===== src/rtl/ahblite_slave_mux.sv =====
// ahblite_slave_mux
//   Response-side partner of the AHB-Lite address decoder. At each address
//   phase (HREADY=1) it registers which slave port the decoder picked. During
//   the data phase it routes that port's HREADYOUT/HRDATA/HRESP back to the
//   master. Transfers that hit no enabled port go to a built-in default slave.
//   That slave answers IDLE/BUSY with a zero-wait OKAY and answers NONSEQ/SEQ
//   with a two-cycle ERROR.
//
// Ports
//   HCLK, HRESET            clock, synchronous active-high reset
//   HTRANS[1:0]             master transfer type (bit 1 = active transfer)
//   Pk_HSEL                 decoder select for port k (address phase)
//   Pk_HREADYOUT/HRDATA/HRESP  slave k response (data phase)
//   HREADY, HRDATA, HRESP   muxed response to the master (HREADY also to slaves)
module ahblite_slave_mux #(
    parameter logic Port0_en = 1'b1,
    parameter logic Port1_en = 1'b1,
    parameter logic Port2_en = 1'b1,
    parameter logic Port3_en = 1'b1,
    parameter logic Port4_en = 1'b1
) (
    input  logic        HCLK,
    input  logic        HRESET,
    input  logic [1:0]  HTRANS,
    input  logic        P0_HSEL,
    input  logic        P1_HSEL,
    input  logic        P2_HSEL,
    input  logic        P3_HSEL,
    input  logic        P4_HSEL,
    input  logic        P0_HREADYOUT,
    input  logic        P1_HREADYOUT,
    input  logic        P2_HREADYOUT,
    input  logic        P3_HREADYOUT,
    input  logic        P4_HREADYOUT,
    input  logic [31:0] P0_HRDATA,
    input  logic [31:0] P1_HRDATA,
    input  logic [31:0] P2_HRDATA,
    input  logic [31:0] P3_HRDATA,
    input  logic [31:0] P4_HRDATA,
    input  logic        P0_HRESP,
    input  logic        P1_HRESP,
    input  logic        P2_HRESP,
    input  logic        P3_HRESP,
    input  logic        P4_HRESP,
    output logic        HREADY,
    output logic [31:0] HRDATA,
    output logic        HRESP
);

    localparam int NUM_PORTS = 5;
    localparam logic [NUM_PORTS-1:0] PORT_EN =
        {Port4_en, Port3_en, Port2_en, Port1_en, Port0_en};

    typedef enum logic [1:0] {IDLE, ERR1, ERR2} def_state_t;

    logic [NUM_PORTS-1:0]       hsel;
    logic [NUM_PORTS-1:0]       hreadyout;
    logic [NUM_PORTS-1:0]       hresp_in;
    logic [NUM_PORTS-1:0][31:0] hrdata_in;

    assign hsel      = {P4_HSEL, P3_HSEL, P2_HSEL, P1_HSEL, P0_HSEL};
    assign hreadyout = {P4_HREADYOUT, P3_HREADYOUT, P2_HREADYOUT, P1_HREADYOUT, P0_HREADYOUT};
    assign hresp_in  = {P4_HRESP, P3_HRESP, P2_HRESP, P1_HRESP, P0_HRESP};
    assign hrdata_in = {P4_HRDATA, P3_HRDATA, P2_HRDATA, P1_HRDATA, P0_HRDATA};

    // Only the active/inactive distinction of HTRANS matters here.
    logic unused_htrans0;
    assign unused_htrans0 = HTRANS[0];

    // Address-phase select: mask disabled ports and keep only the lowest set
    // bit. x & -x isolates that bit, so sel_d is one-hot or zero.
    logic [NUM_PORTS-1:0] en_sel;
    logic [NUM_PORTS-1:0] sel_d;
    logic                 def_d;

    assign en_sel = hsel & PORT_EN;
    assign sel_d  = en_sel & (~en_sel + 5'd1);
    assign def_d  = (sel_d == '0);

    // Data-phase state
    logic [NUM_PORTS-1:0] sel_q;
    logic                 def_q;
    def_state_t           state, state_nxt;

    always_ff @(posedge HCLK) begin
        if (HRESET) begin
            sel_q <= '0;
            def_q <= 1'b1;
            state <= IDLE;
        end else begin
            state <= state_nxt;
            if (HREADY) begin
                sel_q <= sel_d;
                def_q <= def_d;
            end
        end
    end

    // Default slave. It advances on the muxed HREADY, not only while def_q=1.
    // This lets an unmapped NONSEQ issued during a mapped slave's final data
    // cycle land directly in ERR1.
    logic def_ready, def_resp;

    always_comb begin
        state_nxt = state;
        def_ready = 1'b1;
        def_resp  = 1'b0;
        case (state)
            IDLE: begin
                if (HREADY && def_d && HTRANS[1]) state_nxt = ERR1;
            end
            ERR1: begin
                def_ready = 1'b0;
                def_resp  = 1'b1;
                state_nxt = ERR2;
            end
            ERR2: begin
                def_resp  = 1'b1;
                // ERR2 is itself an address phase (HREADY=1).
                state_nxt = (def_d && HTRANS[1]) ? ERR1 : IDLE;
            end
            default: state_nxt = IDLE;
        endcase
    end

    // Slave response mux. sel_q is one-hot, so AND-OR is enough.
    logic        slv_ready, slv_resp;
    logic [31:0] slv_rdata;

    always_comb begin
        slv_ready = 1'b0;
        slv_resp  = 1'b0;
        slv_rdata = '0;
        for (int k = 0; k < NUM_PORTS; k++) begin
            slv_ready = slv_ready | (sel_q[k] & hreadyout[k]);
            slv_resp  = slv_resp  | (sel_q[k] & hresp_in[k]);
            slv_rdata = slv_rdata | ({32{sel_q[k]}} & hrdata_in[k]);
        end
    end

    assign HREADY = def_q ? def_ready : slv_ready;
    assign HRESP  = def_q ? def_resp  : slv_resp;
    assign HRDATA = def_q ? 32'h0     : slv_rdata;

endmodule


===== config.mk =====
export PLATFORM = sky130hd
export DESIGN_NAME = ahblite_slave_mux
export DESIGN_NICKNAME = d
export VERILOG_FILES = /design/src/rtl/ahblite_slave_mux.sv
export SDC_FILE = /design/constraint.sdc
export NUM_CORES = 1
export LEC_CHECK = 0
export BUFFER_PORTS_ARGS = -buffer_cell sky130_fd_sc_hd__buf_2
export CORE_AREA = 2 2 82 84
export CTS_BUF_LIST = sky130_fd_sc_hd__clkbuf_4
export CTS_CLUSTER_SIZE = 40
export DETAILED_ROUTE_END_ITERATION = 6
export DIE_AREA = 0 0 84 86
export PLACE_DENSITY_LB_ADDON = 0.25
export SLEW_MARGIN = 0
export SYNTH_ARGS = -nofsm -noshare
export SYNTH_HDL_FRONTEND = slang
export SYNTH_SLANG_ARGS = --single-unit

===== constraint.sdc =====
create_clock -name HCLK -period 2.1 [get_ports HCLK]
set_clock_uncertainty 0.2 [all_clocks]
set_input_delay 0.315 -clock HCLK [delete_from_list [all_inputs] [get_ports HCLK]]
set_output_delay 0.315 -clock HCLK [all_outputs]
set_load 0.005 [all_outputs]

# After elaboration in Yosys (flattened, before gate mapping)
# Cells that the tools add are included.
[word_totals]
ff_bits = 8
latchBits = 0
mem_bits_rw = 0
romBits = 0
input_bits = 179
output_inout_bits = 34
word_cells = 50
memories = 0
[op_classes]
addsub = 1
n_mul = 0
div = 0
order_cmp = 0
n_eq_ne = 3
n_shift = 0
muxes = 8
n_bitwise = 29
n_reduce_logical = 6
[op_table]
columns = ["cell", "count"]
rows = [
  ["32-bit bitwise AND", 5],
  ["32-bit OR", 4],
  ["32-bit 2-to-1 mux", 1],
  ["1-bit bitwise AND", 10],
  ["1-bit OR", 8],
  ["2-bit case mux with 3 select lines", 1],
  ["5-bit by 1-bit adder with 5-bit output, second input constant", 1],
  ["5-bit bitwise AND", 1],
  ["5-bit logical NOT", 1],
  ["1-bit 2-to-1 mux", 5],
  ["5-bit NOT", 1],
  ["1-bit logical AND", 3],
  ["2-bit by 1-bit == test with 1-bit output, second input constant", 1],
  ["2-bit == test, second input constant", 1],
  ["2-bit logical NOT", 1],
  ["2-bit 2-to-1 mux", 1],
  ["2-bit inequality test, second input constant", 1],
  ["2-bit OR reduction", 1],
]

# Depth between registers and ports, before layout
# Gate-level depths: netlist of the first run.
[logic_depth]
ltp_word = 10
depth_mapped = 7
mapped_depth_nobuf = 6

# Least setup slack after synthesis of the first run
# OpenSTA, ideal clock, no wires.
[synth_timing]
path_kind = "register -> register"
start = "reg state[1]"
end = "reg state[0]"
setup_ns = 0.121
arrival_ns = 1.328
required_time_ns = 1.779
setup_slack_ns = 0.451
path_stages_with_launch = 7
period_less_slack_ns = 1.649
path_cell_list = "dfxtp_1 -> inv_1 -> ha_1 -> and2_4 -> a31oi_4 -> a31oi_2 -> mux2_4"
[synth_between]
elab_chain_cells = 6
elab_cells_between_ends = 9
cone_classes = "eq/ne (3); mux (3); reduce/logical (3)"
[synth_lines]
columns = ["element", "line_no", "rtl"]
rows = [
  ["from (decl)", "83", "def_state_t state, state_nxt;"],
  ["from (signal assigned)", "91", "state <= state_nxt;"],
  ["2-bit by 1-bit == test with 1-bit output", "108", "case (state)"],
  ["1-bit 2-to-1 mux", "108", ""],
  ["1-bit 2-to-1 mux", "141", "assign HREADY = def_q ? def_ready : slv_ready;"],
  ["1-bit logical AND (2 in a row)", "110", "if (HREADY && def_d && HTRANS[1]) state_nxt = ERR1;"],
  ["2-bit inequality test (no line)", "-", ""],
]
# Parallel ways exist; a longest one is shown, timed or not.
# A chain may end at the register's enable or synchronous reset.

# Worst setup path after layout of the first run
[layout_timing]
start = "reg state[1]"
end = "out HREADY"
[layout_between]
elab_chain_cells = 3
[layout_lines]
columns = ["element", "line_no", "rtl"]
rows = [
  ["2-bit by 1-bit == test with 1-bit output", "108", ""],
  ["1-bit 2-to-1 mux", "108", ""],
  ["1-bit 2-to-1 mux", "141", ""],
  ["to (decl)", "45", "output logic HREADY,"],
]
# Every way passes these cells.

==> metrics.md, run 1 <==
| Metric | Value |
|---|---|
| TNS Setup | `0 ns` |
| Worst min path class | `in2reg` |
| DP HPWL | `5850 µm` |
| Final setup viols | `0` |
| TritonCTS buffer count | `3` |
| Hold Fails Final Rpt | `0` |
| CP Cell Sequence | `inv_1 > ha_1 > and2_4 > a31oi_4 > buf_6 > buf_2` |
| Tcrit/Tclk final | `between 90% and 100%` |
| Avg WL per Cell | `about 16 µm` |
| Critical path data arrival time | `1.48 ns` |
| Post-synth EDFFs | `0` |
| Ys async rst share | `0%` |
| Iteration count of the initial detailed-routing pass | `5` |
| Mapped cell area | `about 1400 µm²` |
| Fin nets | `between 500 and 600` |
| Num rows | `29` |
| GP Congestion | `0.770` |
| Post-CTS Setup Bufs | `0` |
| Initial antenna violation count | `0` |
| Area leader, netlist | `a222oi_1` |
| ANT cells | `0` |
| Largest net degree at the start of global routing | `23` |
| Die height | `86 µm` |
| Number of antenna-violating nets in the routed design | `0` |
| Grt ovf | `0` |
| R2R Path End | `state[0]` |
| Port Buf Inserts | `between 200 and 250` |
| Overall Global Routing Usage | `18.3%` |
| CP bufs+invs | `3` |
| First-pass GRT wire length | `10900 µm` |
| Reg2reg setup slack | `0.38 ns` |
| Setup crit end kind | `output pin` |
| Critical path endpoint | `HREADY` |
| Top Family by Delay on Critical Path | `flip-flops` |
| CTS Hold Bufs | `0` |
| Die X | `84 µm` |
| Register area share after synthesis | `11.7%` |
| Commonest cells in the netlist | `a21oi_1, a222oi_1, a22oi_1` |
| Routed via count | `2377` |
| Max Cap Viol | `0` |
| Most frequent cell after synthesis | `a21oi_1` |
| Root Driver | `clkbuf_4` |
| Core area | `6280 µm²` |
| Initial Util | `21.9%` |
| Crit Path Max Fanout | `11` |
| Worst-Skew Late Latency | `0.26 ns` |
| Pins Over Slew Limit | `0` |
| Vias in the first global route | `about 2.2k` |
| WP depth | `6` |
| Wirelength, routed | `7380 µm` |
| # DRC | `0` |
| Worst Tran Pin Value | `0.324 ns` |
| Clock sinks | `8` |
| Synthesized flop and latch total | `8` |
| PD cells | `between 300 and 400 nW/µm²` |
| VDD IR max | `0.235 mV` |
| Crit. Startpoint | `state[1]` |
| FF+latch area | `161 µm²` |
| FF-to-FF path depth | `6` |
| Max transition margin | `78.3%` |
| LEAKAGE | `~1.3 nW` |
| R2R Path Start | `state[1]` |
| Syn Nets | `356` |
| Min Clock Period, post-route | `about 2.0 ns` |
| Crit path kind | `reg2out` |
| H-tree depth | `1` |
| Die outline area | `7220 µm²` |
| Fill count | `657` |
| Max Clk Rate | `501 MHz` |
| Synth top area cells | `a222oi_1, a22oi_1, a21oi_1, dfxtp_1, clkbuf_1` |
| Share of the synthesized area in the top cell type | `24.0%` |
| Via density per instance | `5.27` |
| CP Launch Type | `flop` |
| TritonCTS clock tree | `done` |
| Status | `finished clean` |
| Multi-input logic area | `about 1100 µm²` |
| Crit path max-delay cell type | `dfxtp_2` |
| Unrepaired setup endpoints after global routing | `false` |
| Mapped Avg Cell Area | `7.94 µm²` |
| Gate count after technology mapping | `173` |
| Drt initial violations | `around 240` |
| Crit-path max cell delay | `about 0.35 ns` |
| Fin util | `about two fifths` |
| Area Overhead vs Synth | `85.1%` |
| IO Pins | `213` |
| Yosys Warn Count | `0` |
| Dominant synthesized flop cell | `dfxtp_1` |
| Clock transition at the registers of the reported paths | `0.06 ns` |
| Worst Path Required | `around 1.6 ns` |
| Yosys cell types | `30` |
| Max Root-Sink Buffers | `2` |
| Layout cell share with drive strength beyond 1 | `63.4%` |
## logic make-up (layout without fill, tap and decap cells)
family	after synthesis	in the layout	share of synthesized area, %
buffers and inverters	30	231	9.93
flip-flops	8	8	11.7
adder cells (fa/ha/maj)	4	4	3.64
AO/OA/AOI/OAI	109	109	62.6
AND/OR/NAND/NOR	18	18	8.84
multiplexers	4	4	3.37
## registers in the layout (all words and copies together), names as in the netlist
| name | flops |
|---|---|
| sel_q | 5 |
| def_q | 1 |
| state | 2 |
## placed cells by master (no fill, tap or decap), drive strengths merged, types with 2 or more instances in the layout
cell type / count
buf: 224
a21oi: 37
a22oi: 35
a222oi: 33
dfxtp: 8
nand2b: 6
inv: 4
ha: 4
clkbuf: 3
a31oi: 3
nor3: 2
nor2: 2
nand3: 2
mux2i: 2
mux2: 2
## routing by layer
| layer | global-route usage (%) | vias to the layer above | share of wire, % |
|---|---|---|---|
| met3 | 2.98 | 6 | 9.4 |
| met5 | 0 | - | 0 |
| li1 | - | 1154 | - |
| met1 | 22.1 | 1080 | 38 |
| met2 | 35.0 | 137 | 52 |
| met4 | 1.91 | 0 | 0.42 |
## worst register-to-register path, cell delays in order, from the launching register on
cell	delay, ns
dfxtp_2	0.35
inv_1	0.06
ha_1	0.20
and2_4	0.16
a31oi_4	0.18
a31oi_2	0.15
mux2_4	0.31
## worst min-delay path by stage
stage | from | end | slack [ns] | depth (start not counted)
6_report | HRESET | sel_q[3] | 0.15 | 2
3_3_place_gp | state[1] | state[1] | 0.31 | 2
5_1_grt | HRESET | sel_q[3] | 0.16 | 2
3_5_place_dp | state[1] | state[1] | 0.31 | 2
2_1_floorplan | P0_HSEL | sel_q[0] | 0.26 | 2
4_1_cts | HRESET | sel_q[3] | 0.14 | 2
## stage by stage
stage                     setup slack [ns]  instance area, µm²  instances  power, mW  hold WS [ns]
after CTS                           0.0133                2540        451      0.913         0.142
final                                0.104                2540        451      0.909         0.150
after detailed placement             0.308                2510        448      0.791         0.313
after global placement               0.346                2510        448      0.781         0.305
after floorplan                      0.451                1370        173      0.491         0.262
after global routing                0.0148                2540        451      0.976         0.155
## layout make-up
cell class / instances / area share [%]
tap: 77 / 3.79
sequential: 8 / 6.35
multi-input combinational: 135 / 42.4
timing repair buffer: 224 / 46.0
clock buffer: 3 / 0.886
inverter: 4 / 0.591
## power breakdown
| group | switching (mW) | internal, mW |
|---|---|---|
| sequential | 0.0151 | 0.167 |
| clock | 0.0529 | 0.0655 |
| combinational | 0.279 | 0.329 |
## what timing repair did
action	4_1_cts	5_1_grt
gates resized for setup	0	2
endpoints found under the hold margin	0	0
setup endpoints to repair	0	1
Note: power is estimated with default switching activity, not from simulation.
==> run 2: changes to the inputs <==
--- a/config.mk
+++ b/config.mk
@@ -6,11 +6,10 @@
 export NUM_CORES = 1
 export LEC_CHECK = 0
 export BUFFER_PORTS_ARGS = -buffer_cell sky130_fd_sc_hd__buf_2
-export CORE_AREA = 2 2 82 84
-export CTS_BUF_LIST = sky130_fd_sc_hd__clkbuf_4
+export CORE_AREA = 2 2 83 85
 export CTS_CLUSTER_SIZE = 40
 export DETAILED_ROUTE_END_ITERATION = 6
-export DIE_AREA = 0 0 84 86
+export DIE_AREA = 0 0 85 87
 export PLACE_DENSITY_LB_ADDON = 0.25
 export SLEW_MARGIN = 0
 export SYNTH_ARGS = -nofsm -noshare
==> metrics.md, run 2 (same netlist as run 1, synthesis figures left out) <==
| Metric | Value |
|---|---|
| Status | `finished clean (unchanged)` |
| Post-CTS sizing | `0 (unchanged)` |
| Number of antenna-violating nets in the routed design | `0 (unchanged)` |
| Drt initial violations | `209 (was 238)` |
| PD cells | `378 nW/µm² (was 358 nW/µm²)` |
| Layout cell share with drive strength beyond 1 | `63.2% (was 63.4%)` |
| H-tree depth | `1 (unchanged)` |
| Area Overhead vs Synth | `86.2% (was 85.1%)` |
| CP Cell Sequence | `inv_1 > ha_1 > and2_4 > a31oi_4 > buf_6 > buf_2 (unchanged)` |
| Root Driver | `clkbuf_8 (was clkbuf_4)` |
| Wirelength, routed | `7440 µm (was 7380 µm)` |
| CTS Hold Bufs | `0 (unchanged)` |
| Post-CTS Setup Bufs | `0 (unchanged)` |
| Top flop regs | `sel_q: 5 flops, state: 2 flops, def_q: 1 flops (unchanged)` |
| Worst min path class | `in2reg (unchanged)` |
| Grt ovf | `0 (unchanged)` |
| Clock sinks | `8 (unchanged)` |
| Most frequent cells in the layout | `buf_2, a21oi_1, a222oi_1, a22oi_1, buf_4 (unchanged)` |
| First-pass GRT wire length | `10600 µm (was 10900 µm)` |
| Pins Over Slew Limit | `0 (unchanged)` |
| Crit path max-delay cell type | `dfxtp_1 (was dfxtp_2)` |
| Fin nets | `560 (was 559)` |
| Worst Path Required | `1.58 ns (about the same)` |
| Hold Path Depth | `3 (was 2)` |
| CP Launch Type | `flop (unchanged)` |
| DP HPWL | `5750 µm (was 5850 µm)` |
| Worst-Skew Late Latency | `0.22 ns (was 0.26 ns)` |
| Crit Path Max Fanout | `10 (was 11)` |
| TritonCTS buffer count | `3 (unchanged)` |
| GP Congestion | `0.770 (about the same)` |
| Clock transition at the registers of the reported paths | `0.04 ns (was 0.06 ns)` |
| Crit path kind | `reg2out (unchanged)` |
| Max Clk Rate | `499 MHz (was 501 MHz)` |
| LEAKAGE | `1.31 nW (was 1.30 nW)` |
| Via density per instance | `5.20 (was 5.27)` |
| Max reg flops | `5 (unchanged)` |
| # DRC | `0 (unchanged)` |
| Iteration count of the initial detailed-routing pass | `6 (was 5)` |
| Routed via count | `2364 (was 2377)` |
| Num rows | `30 (was 29)` |
| Setup crit end kind | `output pin (unchanged)` |
| Die height | `87 µm (was 86 µm)` |
| Worst Tran Pin Value | `0.396 ns (was 0.324 ns)` |
| IO Pins | `213 (unchanged)` |
| Die X | `85 µm (was 84 µm)` |
| Largest net degree at the start of global routing | `24 (was 23)` |
| Most common cell after layout, fill and taps aside | `buf_2 (unchanged)` |
| Crit-path max cell delay | `0.38 ns (was 0.35 ns)` |
| Max Cap Viol | `0 (unchanged)` |
| Max Root-Sink Buffers | `2 (unchanged)` |
| Initial antenna violation count | `0 (unchanged)` |
| Vias in the first global route | `2117 (was 2221)` |
| Avg WL per Cell | `16.4 µm (about the same)` |
| Final setup viols | `0 (unchanged)` |
| FF-to-FF path depth | `6 (unchanged)` |
| Overall Global Routing Usage | `17.1% (was 18.3%)` |
| Fill count | `701 (was 657)` |
| Max transition margin | `73.6% (was 78.3%)` |
| Tcrit/Tclk final | `95.4% (was 95.1%)` |
| ANT cells | `0 (unchanged)` |
| Hold Fails Final Rpt | `0 (unchanged)` |
| Port Buf Inserts | `211 (unchanged)` |
| VDD IR max | `0.248 mV (was 0.235 mV)` |
| TNS Setup | `0 ns (unchanged)` |
| Core area | `6570 µm² (was 6280 µm²)` |
| Critical path data arrival time | `1.49 ns (was 1.48 ns)` |
| Unrepaired setup endpoints after global routing | `false (unchanged)` |
| Register with the most flip-flops | `sel_q (unchanged)` |
| Initial Util | `20.9% (was 21.9%)` |
| Die outline area | `7400 µm² (was 7220 µm²)` |
| TritonCTS clock tree | `done (unchanged)` |
| Power, Total | `0.967 mW (was 0.909 mW)` |
| Min Clock Period, post-route | `2.00 ns (about the same)` |
-- run 2: changes by cell type in the layout (fill, tap and decap cells not counted), sizes merged --
cell,before,now
buf,224,225
-- run 2: layout make-up --
cell class                      instances  area [µm²]  share of cell area (%)
Clock buffer                            3        41.3                    1.61
Timing Repair Buffer                  225        1160                    45.5
Tap cell                               80         100                    3.91
Sequential cell                         8         160                    6.26
Inverter                                4        15.0                   0.587
Multi-Input combinational cell        135        1080                    42.1
-- run 2: per-stage QoR --
stage / area, µm² / util [%] / hold slack [ns] / setup slack (ns) / std cells
2_1_floorplan: 1370 / - / 0.262 / 0.451 / 173
3_3_place_gp: 2510 / 38.3 / 0.302 / 0.338 / 452
3_5_place_dp: 2510 / 38.3 / 0.318 / 0.331 / 452
4_1_cts: 2550 / 38.9 / 0.181 / 0.0810 / 455
5_1_grt: 2560 / 39.0 / 0.201 / 0.0145 / 455
6_report: 2560 / 39.0 / 0.182 / 0.0968 / 455
-- run 2: final timing paths --
check	start	slack (ns)	end
worst min register to register	state[1]	0.33	state[1]
worst max-delay path	state[1]	0.1	HREADY
worst max register to register	state[1]	0.33	state[0]
worst min-delay path	P4_HSEL	0.18	sel_q[4]
-- run 2: worst max-delay path, delay by kind of cell (launching register included) --
family,cells,cell delay [ns]
compound gates,1,0.19
fa+ha+maj,1,0.19
buf+inv,3,0.36
flops,1,0.38
simple gates,1,0.15
-- run 2: report_power, final --
group	switching, mW	internal (mW)	leakage, nW	total (mW)
clock network	0.0533	0.124	0.0216	0.177
registers	0.0148	0.167	0.0653	0.182
logic	0.282	0.326	1.22	0.608
-- run 2: routing by layer --
metal  vias to the layer above  track usage [%]  wire [µm]
li1                       1156                -          -
met1                      1086             24.1       3120
met2                       122             30.1       3730
met3                         0             1.23        596
met4                         0            0.577          0
met5                         -                0          0
==> run 3: changes to the inputs <==
==> constraint.sdc (replaced) <==
create_clock -name HCLK -period 2.1 [get_ports HCLK]
set_clock_uncertainty 0.2 [all_clocks]
set_input_delay 0.21 -clock HCLK [delete_from_list [all_inputs] [get_ports HCLK]]
set_output_delay 0.21 -clock HCLK [all_outputs]
set_load 0.02 [all_outputs]
==> metrics.md, run 3 (same netlist as run 1, synthesis figures left out) <==
| Metric | Value |
|---|---|
| Register with the most flip-flops | `sel_q (unchanged)` |
| Worst-Skew Late Latency | `0.22 ns (about the same)` |
| Max Root-Sink Buffers | `2 (unchanged)` |
| Crit Path Max Fanout | `11 (was 10)` |
| VDD IR max | `0.307 mV (was 0.248 mV)` |
| Port Buf Inserts | `211 (unchanged)` |
| Drt initial violations | `210 (was 209)` |
| P_int | `0.617 mW (about the same)` |
| Critical path data arrival time | `1.57 ns (was 1.49 ns)` |
| Pins Over Slew Limit | `0 (unchanged)` |
| Reg2reg setup slack | `0.35 ns (was 0.33 ns)` |
| Routed via count | `2397 (was 2364)` |
| Most frequent cells in the layout | `buf_2, a21oi_1, a222oi_1, a22oi_1, buf_4 (unchanged)` |
| WL met1 | `2880 µm (was 3120 µm)` |
| Max layer used | `met4 (was met3)` |
| Status | `complete, but fails checks (was finished clean)` |
| Die height | `87 µm (unchanged)` |
| Routed length on met2 | `3680 µm (was 3730 µm)` |
| Root Driver | `clkbuf_8 (unchanged)` |
| R2R Path End | `state[0] (unchanged)` |
| Min Clock Period, post-route | `1.98 ns (was 2.00 ns)` |
| IO Pins | `213 (unchanged)` |
| TritonCTS buffer count | `3 (unchanged)` |
| GP Congestion | `0.725 (was 0.770)` |
| Max transition margin | `74.1% (was 73.6%)` |
| Final setup viols | `0 (unchanged)` |
| Wirelength, routed | `7210 µm (was 7440 µm)` |
| Net Switching | `0.422 mW (was 0.350 mW)` |
| Core area | `6570 µm² (unchanged)` |
| Vias in the first global route | `2142 (was 2117)` |
| Critical path endpoint | `HREADY (unchanged)` |
| CP Launch Type | `flop (unchanged)` |
| TritonCTS clock tree | `done (unchanged)` |
| Setup crit end kind | `output pin (unchanged)` |
| Grt ovf | `0 (unchanged)` |
| Area Overhead vs Synth | `86.0% (was 86.2%)` |
| Most common cell after layout, fill and taps aside | `buf_2 (unchanged)` |
| Die outline area | `7400 µm² (unchanged)` |
| Seq pwr share | `17.5% (was 18.8%)` |
| Initial antenna violation count | `0 (unchanged)` |
| Crit. Startpoint | `state[1] (unchanged)` |
| Max Cap Viol | `0 (unchanged)` |
| Worst Path Required | `1.69 ns (was 1.58 ns)` |
| Via density per instance | `5.27 (was 5.20)` |
| Hold Path Origin | `HRESET (was P4_HSEL)` |
| First-pass GRT wire length | `10500 µm (was 10600 µm)` |
| Worst min path class | `in2reg (unchanged)` |
| DP HPWL | `5660 µm (was 5750 µm)` |
| Largest net degree at the start of global routing | `24 (unchanged)` |
| ANT cells | `0 (unchanged)` |
| WHS | `0.0769 ns (was 0.182 ns)` |
| Die X | `85 µm (unchanged)` |
| Num rows | `30 (unchanged)` |
| Avg WL per Cell | `15.8 µm (was 16.4 µm)` |
| Crit path kind | `reg2out (unchanged)` |
| CTS Hold Bufs | `0 (unchanged)` |
| Tcrit/Tclk final | `94.4% (was 95.4%)` |
| Post-CTS Setup Bufs | `0 (unchanged)` |
| R2R Path Start | `state[1] (unchanged)` |
| Failing checks | `DRC` |
| Number of antenna-violating nets in the routed design | `0 (unchanged)` |
| Fin nets | `560 (unchanged)` |
| Max Clk Rate | `505 MHz (was 499 MHz)` |
| H-tree depth | `1 (unchanged)` |
| LEAKAGE | `1.31 nW (about the same)` |
| Fill count | `708 (was 701)` |
| Layout cell share with drive strength beyond 1 | `63.2% (unchanged)` |
| Clock share of power | `17.0% (was 18.3%)` |
| Max reg flops | `5 (unchanged)` |
| Sw Ratio | `40.6% (was 36.2%)` |
| TNS Setup | `0 ns (unchanged)` |
| # DRC | `8 (was 0)` |
| Hold Fails Final Rpt | `0 (unchanged)` |
| Initial Util | `20.9% (unchanged)` |
| FF-to-FF path depth | `6 (unchanged)` |
| Top flop regs | `sel_q: 5 flops, state: 2 flops, def_q: 1 flops (unchanged)` |
| Overall Global Routing Usage | `17.1% (about the same)` |
| Unrepaired setup endpoints after global routing | `false (unchanged)` |
| Iteration count of the initial detailed-routing pass | `7 (was 6)` |
| PD cells | `407 nW/µm² (was 378 nW/µm²)` |
| Clock sinks | `8 (unchanged)` |
| Post-CTS sizing | `0 (unchanged)` |
| Logic gate share of total power | `65.5% (was 62.9%)` |
| Met3 routed WL | `632 µm (was 596 µm)` |
| Clock transition at the registers of the reported paths | `0.04 ns (about the same)` |
| Worst Tran Pin Value | `0.388 ns (was 0.396 ns)` |
-- run 3: changes by cell type in the layout (fill, tap and decap cells not counted) --
cell,change
buf_6,-1
buf_4,+1
-- run 3: layout make-up --
type                       count  area (µm²)  area share, %
tap                           80         100           3.92
timing repair buffer         225        1160           45.4
sequential                     8         160           6.27
clock buffer                   3        41.3           1.62
multi-input combinational    135        1080           42.2
inverter                       4        15.0          0.588
-- run 3: worst max-delay path: stages, from the launching register on --
cell and delay (ns):
dfxtp_1 0.37, inv_1 0.08, ha_1 0.20, and2_4 0.15
a31oi_4 0.16, buf_4 0.19, buf_2 0.18
-- run 3: power groups by stage --
stage	Combinational (mW)	Clock, mW	Sequential, mW
5_1_grt	0.744	0.190	0.185
6_report	0.681	0.176	0.182
2_1_floorplan	0.391	0	0.175
4_1_cts	0.683	0.179	0.182
3_3_place_gp	0.675	0	0.184
3_5_place_dp	0.679	0	0.184
-- run 3: per-layer routing --
layer / GRT usage [%] / up-vias
met2: 31.1 / 133
li1: - / 1157
met3: 1.80 / 2
met1: 22.8 / 1105
met5: 0 / -
met4: 1.30 / 0
-- run 3: worst min path at each step --
stage	cells past startpoint	to	slack, ns
after floorplan	2	sel_q[0]	0.16
after global placement	2	sel_q[1]	0.31
after detailed placement	2	sel_q[2]	0.30
after CTS	2	sel_q[2]	0.08
after global routing	3	sel_q[4]	0.10
final	2	sel_q[2]	0.08
-- run 3: stage by stage --
stage	worst slack, ns	instance area (µm²)	util [%]	std cells	power (mW)
after floorplan	0.443	1370	-	173	0.567
final	0.118	2550	38.9	455	1.04
after detailed placement	0.365	2510	38.3	452	0.864
after global placement	0.395	2510	38.3	452	0.859
after CTS	0.118	2550	38.9	455	1.04
after global routing	0.0559	2550	38.9	455	1.12
